`src/rtl/load_store_unit.sv`:
```
// rtl/load_store_unit.sv - load/store stage driving a word-wide data bus with byte enables.
// Optional MISALIGN_TRAP_EN: non-naturally-aligned accesses complete with an error and no bus beat.
module load_store_unit #(
  parameter int unsigned ACK_TIMEOUT = 255
) (
  input  logic        clk,
  input  logic        rst_n,
  input  logic        req_i,
  input  logic        we_i,
  input  logic [31:0] addr_i,
  input  logic [31:0] wdata_i,
  input  logic [1:0]  whb_i,
  input  logic        su_i,
  output logic        busy_o,
  output logic        done_o,
  output logic        err_o,
  output logic [31:0] rdata_o,
  output logic        mem_req_o,
  output logic        mem_we_o,
  output logic [31:0] mem_addr_o,
  output logic [3:0]  mem_be_o,
  output logic [31:0] mem_wdata_o,
  input  logic        mem_ack_i,
  input  logic [31:0] mem_rdata_i
);

  localparam int CW = (ACK_TIMEOUT > 1) ? $clog2(ACK_TIMEOUT + 1) : 1;

  typedef enum logic [1:0] {IDLE, BEAT0, BEAT1, RESP} state_t;

  state_t        state_q, state_d;
  logic          we_q, we_d;
  logic [31:0]   addr_q, addr_d;
  logic [31:0]   wdata_q, wdata_d;
  logic [1:0]    whb_q, whb_d;
  logic          su_q, su_d;
  logic          err_q, err_d;
  logic          mem_req_q, mem_req_d;
  logic [CW-1:0] cnt_q, cnt_d;
  logic [31:0]   rbuf0_q, rbuf0_d;
  logic [31:0]   rbuf1_q, rbuf1_d;

  logic [1:0]    off;
  logic [3:0]    size_mask;
  logic [7:0]    be64;
  logic [63:0]   wd64;
  logic          split;
  logic [31:0]   beat_addr0, beat_addr1;
  logic [31:0]   rsh;
  logic          in_bad;
  logic          ack_ok;
  logic          timeout_hit;
  logic [CW-1:0] cnt_inc;

  // Access geometry: the 8-lane view spans the addressed word and the next one.
  always_comb begin
    off = addr_q[1:0];
    case (whb_q)
      2'b00:   size_mask = 4'b0001;
      2'b01:   size_mask = 4'b0011;
      default: size_mask = 4'b1111;
    endcase
    be64       = {4'b0000, size_mask} << off;
    wd64       = {32'b0, wdata_q} << {off, 3'b000};
    split      = |be64[7:4];
    beat_addr0 = {addr_q[31:2], 2'b00};
    beat_addr1 = beat_addr0 + 32'd4;
    rsh        = 32'({rbuf1_q, rbuf0_q} >> {off, 3'b000});
  end

  always_comb begin
    in_bad = (whb_i == 2'b11);
`ifdef MISALIGN_TRAP_EN
    if ((whb_i == 2'b01 && addr_i[0]) || (whb_i == 2'b10 && addr_i[1:0] != 2'b00))
      in_bad = 1'b1;
`else
`endif
  end

  always_comb begin
    ack_ok      = mem_req_q && mem_ack_i;
    cnt_inc     = cnt_q + CW'(1);
    timeout_hit = (ACK_TIMEOUT != 0) && mem_req_q && !mem_ack_i &&
                  (cnt_inc == CW'(ACK_TIMEOUT));
  end

  always_ff @(posedge clk or negedge rst_n) begin
    if (!rst_n) begin
      state_q   <= IDLE;
      we_q      <= 1'b0;
      addr_q    <= '0;
      wdata_q   <= '0;
      whb_q     <= '0;
      su_q      <= 1'b0;
      err_q     <= 1'b0;
      mem_req_q <= 1'b0;
      cnt_q     <= '0;
      rbuf0_q   <= '0;
      rbuf1_q   <= '0;
    end else begin
      state_q   <= state_d;
      we_q      <= we_d;
      addr_q    <= addr_d;
      wdata_q   <= wdata_d;
      whb_q     <= whb_d;
      su_q      <= su_d;
      err_q     <= err_d;
      mem_req_q <= mem_req_d;
      cnt_q     <= cnt_d;
      rbuf0_q   <= rbuf0_d;
      rbuf1_q   <= rbuf1_d;
    end
  end

  always_comb begin
    state_d = state_q;
    case (state_q)
      IDLE:  if (req_i) state_d = in_bad ? RESP : BEAT0;
      BEAT0: begin
        if (ack_ok)           state_d = split ? BEAT1 : RESP;
        else if (timeout_hit) state_d = RESP;
      end
      BEAT1: if (ack_ok || timeout_hit) state_d = RESP;
      RESP:  state_d = IDLE;
      default: state_d = IDLE;
    endcase
  end

  // Datapath and bus-request register; the request drops on the cycle after ack/timeout.
  always_comb begin
    we_d      = we_q;
    addr_d    = addr_q;
    wdata_d   = wdata_q;
    whb_d     = whb_q;
    su_d      = su_q;
    err_d     = err_q;
    mem_req_d = mem_req_q;
    cnt_d     = cnt_q;
    rbuf0_d   = rbuf0_q;
    rbuf1_d   = rbuf1_q;
    case (state_q)
      IDLE: begin
        if (req_i) begin
          we_d      = we_i;
          addr_d    = addr_i;
          wdata_d   = wdata_i;
          whb_d     = whb_i;
          su_d      = su_i;
          err_d     = in_bad;
          mem_req_d = !in_bad;
          cnt_d     = '0;
          rbuf0_d   = '0;
          rbuf1_d   = '0;
        end
      end
      BEAT0: begin
        if (ack_ok) begin
          rbuf0_d   = mem_rdata_i;
          mem_req_d = 1'b0;
          cnt_d     = '0;
        end else if (timeout_hit) begin
          err_d     = 1'b1;
          mem_req_d = 1'b0;
        end else if (mem_req_q) begin
          cnt_d     = cnt_inc;
        end
      end
      BEAT1: begin
        // First BEAT1 cycle is the idle bus gap after the first beat's ack.
        if (!mem_req_q) begin
          mem_req_d = 1'b1;
          cnt_d     = '0;
        end else if (ack_ok) begin
          rbuf1_d   = mem_rdata_i;
          mem_req_d = 1'b0;
        end else if (timeout_hit) begin
          err_d     = 1'b1;
          mem_req_d = 1'b0;
        end else begin
          cnt_d     = cnt_inc;
        end
      end
      default: ;
    endcase
  end

  always_comb begin
    busy_o      = (state_q != IDLE);
    done_o      = (state_q == RESP);
    err_o       = (state_q == RESP) && err_q;
    mem_req_o   = mem_req_q;
    mem_we_o    = mem_req_q && we_q;
    mem_addr_o  = '0;
    mem_be_o    = '0;
    mem_wdata_o = '0;
    if (mem_req_q) begin
      if (state_q == BEAT1) begin
        mem_addr_o  = beat_addr1;
        mem_be_o    = be64[7:4];
        mem_wdata_o = wd64[63:32];
      end else begin
        mem_addr_o  = beat_addr0;
        mem_be_o    = be64[3:0];
        mem_wdata_o = wd64[31:0];
      end
    end
    rdata_o = '0;
    if (state_q == RESP && !err_q && !we_q) begin
      case (whb_q)
        2'b00:   rdata_o = {{24{su_q & rsh[7]}}, rsh[7:0]};
        2'b01:   rdata_o = {{16{su_q & rsh[15]}}, rsh[15:0]};
        default: rdata_o = rsh;
      endcase
    end
  end

endmodule

```
`config.mk`:
```
export PLATFORM = sky130hd
export DESIGN_NAME = load_store_unit
export DESIGN_NICKNAME = d
export VERILOG_FILES = /design/src/rtl/load_store_unit.sv
export SDC_FILE = /design/constraint.sdc
export NUM_CORES = 1
export LEC_CHECK = 0
export BUFFER_PORTS_ARGS = -buffer_cell sky130_fd_sc_hd__buf_2
export CORE_MARGIN = 4
export CORE_UTILIZATION = 50
export DETAILED_ROUTE_END_ITERATION = 6
export GPL_TIMING_DRIVEN = 0
export PLACE_DENSITY = 0.76
export SKIP_LAST_GASP = 1
export SYNTH_ARGS = -nofsm -noshare
export SYNTH_HDL_FRONTEND = slang
export SYNTH_SLANG_ARGS = --single-unit
```
`constraint.sdc`:
```
create_clock -name clk -period 5.3 [get_ports clk]
set_clock_uncertainty 0.15 [all_clocks]
set_input_delay 1.325 -clock clk [delete_from_list [all_inputs] [get_ports clk]]
set_output_delay 1.325 -clock clk [all_outputs]
set_load 0.02 [all_outputs]
```
* Yosys cells after proc, flatten, opt, wreduce, memory -nomap -nowiden
Cells that the tools add are included.
** Cells by class
- Add/sub/neg operators :: 2
- Equal/unequal tests :: 16
- Shift-type cells :: 3
- Muxes and demuxes :: 41
- Bitwise operators :: 2
- Reduce and logical (&&, ||, !) cells :: 26
** Operators by type and width (count)
- $mux 32 :: 8
- $pmux 32 s2 :: 3
- $shl 32x5->64 :: 1
- $shr 64x5->32 :: 1
- $mux 8 :: 7
- $add 32x3->32 const B :: 1
- $pmux 8 s3 :: 1
- $ne 3x3->1 const B :: 5
- $reduce_and 3->1 :: 4
- $mux 1 :: 11
- $mux 2 :: 5
- $ne 2x2->1 const B :: 5
- $add 8x1->8 const B :: 1
- $eq 8x8->1 const B :: 1
- $mux 4 :: 2
- $pmux 2 s4 :: 1
- $pmux 4 s2 :: 1
- $shl 4x2->8 :: 1
- $logic_and 1x1->1 :: 7
- $eq 2x2->1 const B :: 3
- $pmux 1 s3 :: 2
- $reduce_and 6->1 :: 1
- $reduce_bool 2->1 :: 3
- $eq 2x1->1 const B :: 2
- other kinds (8) :: 13
** Word-level totals
- Register bits after elaboration :: 144
- Bits of input ports :: 104
- Output and inout port bits :: 105
- Word-level logic and storage cells :: 101

* Logic depth before layout (Yosys ltp)
Gate-level depths: netlist (run 1).
- Depth in word-level cells :: 7
- Gate-level depth with buffers :: 9
- Gate-level depth less buffers :: 7

* Worst setup path before layout (run 1)
No wires, ideal clock.
- Kind :: flip-flop to output port
- From :: register state_q[0]
- To :: output mem_wdata_o[0]
- Arrival :: 2.075 ns
- Data required time :: 3.825 ns
- Path slack :: 1.750 ns
- Cell stages (with the launch flop) :: 9
- Buffers on the path :: 2
- Cell sequence :: dfrtp_1 inv_1 ha_1 clkbuf_1 or2_2 clkbuf_1 nor2_1 nand2_1 a21oi_1
** Between the ends
- Word-level cells in the longest chain between the ends :: 3
** RTL lines
- start, declared :: line 31 : state_t state_q, state_d;
- start signal, assigned :: line 101 : state_q <= state_d;
- $eq 2x2->1 :: line 197 : if (state_q == BEAT1) begin
- $mux 32 :: line 197
- $mux 32 :: line 196 : if (mem_req_q) begin
- end, declared :: line 22 : output logic [31:0] mem_wdata_o,
No other way between the ends.

* Final worst setup path (run 1)
- From :: register state_q[0]
- To :: output mem_wdata_o[3]
The elaborated chain is that of the path after synthesis.

==> impl_metrics.ini, run 1 <==
[clock_network]
clock_sink_count = 136
cts-htree-levels = 4
cts_root_buf = clkbuf_16
clockBufferDepth = 2
cts_tree = yes
postCtsSetupRepairBufs = 0
clk_pin_slew_worst_paths_ps = 60
insertion_delay_ps = 430
ctsHoldBuffers = 0
ctsResizeCount = 0
numCtsBuffers = 17

[timing]
slew_headroom_pct = 48.1
holdWs_ps = 338
finalCritPeriodShare_pct = 89.0
slew_violations = 0
worst_slew_pin_slew_ps = 779
fin_crit_ps = 4710
setup_tns_ps = 0
setup_viol = 0
rsz0062_at_grt = no
fmax_ghz = 0.212
hold_violations = 0

[worst_setup_path]
r2r-end = wdata_q[29]
r2r_slack_ps = 2460
crit_type = flop to output port
critPathRequiredTime_ps = 3830
r2r_cells = 7
crit_start = state_q[0]
r2r_start = state_q[1]
cp_max_fo = 10
arrival_ps = 3240
cp-start-kind = flop
worst_setup_path_end_kind = output port
setup.worst_path.end = mem_wdata_o[3]

[hold_path]
hold_path.class = flop to flop

[detailed_routing]
ant_nets = 0
wl_per_cell_um = 20.3
via_count = 7819
drtIter0Drc = 748
drt_pass1_iterations = 5
drc = 0
vias_per_cell = 5.97
wirelength_um = 26600

[yosys]
ys_ff_latch = 136
ys_top_cells_by_count = 136 x dfrtp_1, 108 x nand2_1, 65 x nor2_1
yosysUniqueCellTypes = 58
synthArstFlopShare_pct = 100
yosys_warnings = 0
yosysTopAreaCell = dfrtp_1
synth-edff-count = 0
syn_area_mm2 = 0.00832
synth.area.top_cells = dfrtp_1 41%, mux4_2 8.7%, mux2_2 8.5%
synth_most_common_cell = dfrtp_1
avgSynthCellArea_um2 = 9.75
yosys.area.top_type_share_pct = 40.9
synth_top_flop_cell = dfrtp_1
syn_inst = 853
synth-seq-area-share_pct = 40.9

[die]
placementRows = 46
core_mm2 = 0.0161
fp.dieH_um = 137
io_pins = 209
start_util_pct = 51.6
die_x_um = 137
dieArea_mm2 = 0.0188

[pwr]
pwr-share-comb_pct = 53.2
irDropWorstVdd_mv = 0.318
internal_power_uw = 3830
pwr-share-seq_pct = 28.4
p_switching_uw = 3210
p_clk_share_pct = 18.4
p_leak_uw = 0.00470
sw_frac_of_total_pct = 45.6
pwr_density_cell_mw_per_mm2 = 684

[final_layout]
syn_to_final_growth_pct = 23.8
layout-drive-gt1-share_pct = 33.3
fill_cells = 1354
fin_area_mm2 = 0.0103
fin_cells = 1309
antenna_cells = 0
nNetsFinal = 1191

[global_route]
antenna_found_initial = 0
grt_pass1_vias = 7747
grt_use_total_pct = 28.5
overflow = 0
grt_pass1_wl_um = 41200
grt_max_degree = 82

[placement]
globalplace.congestion = 0.921
dp.cells = 1277
postPlaceCellArea_mm2 = 0.00966
dp_hpwl_um = 19100
portBuffers = 206

[status]
outcome = finished clean

[run]
drv_cap = 0
power by group through the flow:
| stage | sequential, uW | combinational (uW) | clock, uW |
|---|---|---|---|
| 6_report | 2000 | 3750 | 1300 |
| 3_5_place_dp | 1990 | 3700 | 0 |
| 4_1_cts | 1980 | 3720 | 1310 |
| 2_1_floorplan | 1840 | 2670 | 0 |
| 3_3_place_gp | 1960 | 3620 | 0 |
| 5_1_grt | 2070 | 4050 | 1350 |
sequential cells by signal (all words and copies together), names as in the netlist, 2 cells and up:
register,flops
rbuf1_q,24
addr_q,32
state_q,2
rbuf0_q,32
whb_q,2
cnt_q,8
wdata_q,32
layout make-up:
type                       count  area [um2]  area share, %
timing repair buffer         207        1060           10.3
sequential                   136        3400           33.1
clock buffer                  17         425           4.13
clock inverter                15         211           2.05
multi-input combinational    618        4500           43.7
inverter                      31         119           1.15
tap                          216         270           2.63
buffer                        69         298           2.89
how the worst min path moves through the flow:
| stage | from | end | slack [ps] | cells after the start |
|---|---|---|---|---|
| 2_1_floorplan | rbuf0_q[0] | rbuf0_q[0] | 300 | 2 |
| 3_3_place_gp | rbuf0_q[5] | rbuf0_q[5] | 310 | 2 |
| 3_5_place_dp | rbuf0_q[6] | rbuf0_q[6] | 330 | 2 |
| 4_1_cts | rbuf0_q[4] | rbuf0_q[4] | 340 | 2 |
| 5_1_grt | rbuf1_q[18] | rbuf1_q[18] | 370 | 1 |
| 6_report | rbuf0_q[4] | rbuf0_q[4] | 340 | 2 |
layer usage:
metal | share of wire (%) | GRT usage (%)
met2 | 47 | 44.7
met3 | 8.8 | 6.18
met5 | 0 | 0
met4 | 4.0 | 12.7
met1 | 40 | 38.2
cells by family after synthesis:
group | after synthesis | share of synthesized area (%)
fa+ha+maj | 7 | 1.05
buf+inv | 100 | 5.01
compound gates | 192 | 14.8
other cells | 1 | 0.0451
simple gates | 270 | 15.0
flops | 136 | 40.9
mux | 122 | 20.6
xor+xnor | 25 | 2.63
critical path, cell delays in order, from the launching register on:
cell,delay [ps]
dfrtp_1,430
inv_1,100
ha_1,260
clkbuf_1,400
clkbuf_1,460
buf_1,510
o21ai_0,240
a21oi_1,210
buf_2,200
metrics by stage:
stage | worst slack (ps) | util (%) | power, uW
floorplan | 1750 | - | 4520
global placement | 814 | 59.7 | 5580
detailed placement | 1090 | 59.9 | 5690
CTS | 635 | 63.9 | 7010
global route | 438 | 63.9 | 7470
finish | 585 | 63.9 | 7040
layout by cell type (no fill, tap or decap), types with 9 or more instances in the layout:
| cell type | synthesis | routed |
|---|---|---|
| nor2_1 | 65 | 65 |
| a22oi_1 | 9 | 9 |
| xnor2_1 | 17 | 17 |
| buf_1 | 11 | 11 |
| o21ai_0 | 59 | 59 |
| and2_1 | 14 | 14 |
| nand3_1 | 17 | 17 |
| o22a_1 | 13 | 13 |
| mux2i_1 | 25 | 25 |
| nor3_1 | 13 | 13 |
| dfrtp_1 | 136 | 136 |
| clkbuf_1 | 41 | 41 |
| inv_1 | 30 | 30 |
| nand2_1 | 108 | 108 |
| mux4_2 | 32 | 32 |
| buf_2 | 13 | 218 |
| and3_1 | 20 | 20 |
| a21oi_1 | 51 | 51 |
| a211oi_1 | 9 | 9 |
| a22o_1 | 24 | 24 |
| clkbuf_16 | 0 | 17 |
| mux2_2 | 63 | 63 |
No activity file was read; power rests on OpenSTA's default activity.
==> run 2, diff against run 1 <==
--- a/config.mk
+++ b/config.mk
@@ -5,12 +5,13 @@
 export SDC_FILE = /design/constraint.sdc
 export NUM_CORES = 1
 export LEC_CHECK = 0
+export ABC_AREA = 1
 export BUFFER_PORTS_ARGS = -buffer_cell sky130_fd_sc_hd__buf_2
 export CORE_MARGIN = 4
 export CORE_UTILIZATION = 50
 export DETAILED_ROUTE_END_ITERATION = 6
 export GPL_TIMING_DRIVEN = 0
-export PLACE_DENSITY = 0.76
+export PLACE_DENSITY = 0.75
 export SKIP_LAST_GASP = 1
 export SYNTH_ARGS = -nofsm -noshare
 export SYNTH_HDL_FRONTEND = slang
==> impl_metrics.ini, run 2 <==
[yosys]
yosysTopAreaCell = dfrtp_1
synth.area.top_cells = dfrtp_1 39%, nand2_1 11%, o21ai_0 7.9%
synth-edff-count = 0
ys_ff_latch = 136
ys_top_cells_by_count = 256 x nand2_1, 138 x o21ai_0, 136 x dfrtp_1
synth_top_flop_cell = dfrtp_1
yosys.area.top_type_share_pct = 39.1
syn_area_mm2 = 0.00871
synthArstFlopShare_pct = 100
yosys_warnings = 0
syn_inst = 1190
yosysUniqueCellTypes = 47
synth_most_common_cell = nand2_1
synth-seq-area-share_pct = 39.1
avgSynthCellArea_um2 = 7.32

[clock_network]
clockBufferDepth = 2
ctsHoldBuffers = 0
clock_sink_count = 136
numCtsBuffers = 17
cts_tree = yes
cts-htree-levels = 4
postCtsSetupRepairBufs = 0
insertion_delay_ps = 430
clk_pin_slew_worst_paths_ps = 60
cts_root_buf = clkbuf_16
ctsResizeCount = 0

[global_route]
grt_max_degree = 73
grt_pass1_vias = 9125
grt_use_total_pct = 31.2
grt_pass1_wl_um = 48500
met1_usage_pct = 41.6
met3_usage_pct = 6.88
antenna_found_initial = 4
grtUsageMet2_pct = 50.0
overflow = 0
busiest_layer = met2

[die]
placementRows = 47
dieArea_mm2 = 0.0196
core_mm2 = 0.0168
die_x_um = 140
fp.dieH_um = 140
start_util_pct = 51.8
io_pins = 209

[hold_path]
min_to = rbuf0_q[0]
hp-start = rbuf0_q[0]
hold_path.class = flop to flop
whs_path_depth = 2

[placement]
globalplace.congestion = 0.984
portBuffers = 206
dp_hpwl_um = 23800
postPlaceCellArea_mm2 = 0.0101

[timing]
setup_viol = 0
setup_tns_ps = 0
worst_slew_pin_slew_ps = 725
slew_headroom_pct = 51.4
slew_violations = 0
fmax_ghz = 0.230
hold_violations = 0
finalCritPeriodShare_pct = 81.9
rsz0062_at_grt = no
fin_crit_ps = 4340

[final_layout]
fill_cells = 1571
layout-drive-gt1-share_pct = 25.0
top_regs = addr_q (32), rbuf0_q (32), wdata_q (32)
fin_area_mm2 = 0.0106
syn_to_final_growth_pct = 22.3
final_common_cell = nand2_1
final_cell_mix = 256 x nand2_1, 228 x buf_2, 138 x o21ai_0, 136 x dfrtp_1, 118 x inv_1
nNetsFinal = 1528

[worst_setup_path]
r2r_slack_ps = 2750
cp_max_fo = 10
path_cells = inv_1 > ha_1 > buf_4 > clkbuf_1 > clkbuf_1 > a21oi_1 > nor2_1 > buf_2
r2r_start = state_q[0]
worst_setup_path_end_kind = output port
cp_num_buf_inv = 5
crit_start = state_q[0]
path_delay_family = buffers and inverters
critPathRequiredTime_ps = 3830
cp-start-kind = flop
max_stage_delay_ps = 550
r2r_cells = 7
r2r-end = rbuf1_q[2]
crit_path_frequent_cell = clkbuf_1
crit_type = flop to output port
arrival_ps = 2870
crit_slowest_cell = clkbuf_1

[detailed_routing]
wirelength_um = 31000
drt_pass1_iterations = 6
drtIter0Drc = 1058
ant_nets = 0
vias_per_cell = 5.84
via_count = 9648
drc = 0
wl_per_cell_um = 18.8

[pwr]
irDropWorstVdd_mv = 0.406
pwr_density_cell_mw_per_mm2 = 673
p_leak_uw = 0.00530

[status]
outcome = finished clean

[run]
drv_cap = 0
==> run 2: worst min-delay path, stage by stage, from the launching register on <==
cell and delay, ps:
dfrtp_1 340, nand2_1 50, o21ai_0 60
==> run 2: worst max path at each step <==
stage | to | slack [ps] | cells past startpoint
2_1_floorplan | mem_addr_o[26] | 1900 | 10
3_3_place_gp | wdata_q[16] | 810 | 1
3_5_place_dp | mem_addr_o[4] | 1460 | 8
4_1_cts | mem_addr_o[4] | 1000 | 8
5_1_grt | mem_addr_o[4] | 810 | 8
6_report | mem_addr_o[4] | 960 | 8
==> run 2: cells by family (layout without fill, tap and decap cells) <==
logic type / Yosys count / after routing / share of synthesized area (%)
multiplexers: 37 / 37 / 4.78
AND/OR/NAND/NOR: 498 / 498 / 24.9
flip-flops: 136 / 136 / 39.1
other: 1 / 4 / 0.0431
adder cells (fa/ha/maj): 7 / 7 / 1.01
AO/OA/AOI/OAI: 302 / 302 / 19.9
buffers and inverters: 202 / 441 / 9.60
XOR/XNOR: 7 / 7 / 0.704
==> run 2: metrics by stage <==
step	total power [uW]	cells	hold slack [ps]	setup WS, ps	util (%)
2_1_floorplan	4550	1191	303	1900	-
3_3_place_gp	5780	1617	320	810	59.6
3_5_place_dp	5860	1618	326	1460	59.8
4_1_cts	7080	1650	341	1000	63.3
5_1_grt	7630	1652	377	808	63.3
6_report	7160	1652	340	958	63.3
==> run 2: power breakdown <==
part           internal (uW)  total (uW)  switching [uW]
combinational           1280        4110            2830
sequential              1500        1860             359
clock                    707        1200             493
total                   3480        7160            3680
==> run 2: final cells by class <==
type                    count  area (um2)  area share (%)
clock buffers              18         439            4.12
plain buffers              73         352            3.30
clock inverters            14         150            1.41
well taps                 220         275            2.59
diodes                      2        5.00          0.0470
repair buffers            207        1060            10.0
inverters                 129         484            4.55
flip-flops and latches    136        3400            32.0
multi-input cells         853        4470            42.0
==> run 2: layer usage <==
| layer | vias to the layer above | wire (um) | share of wire [%] |
|---|---|---|---|
| li1 | 4445 | - | - |
| met5 | - | 26 | 0.084 |
| met2 | 627 | 14100 | 46 |
| met3 | 109 | 3130 | 10 |
| met1 | 4463 | 12400 | 40 |
| met4 | 4 | 1290 | 4.1 |
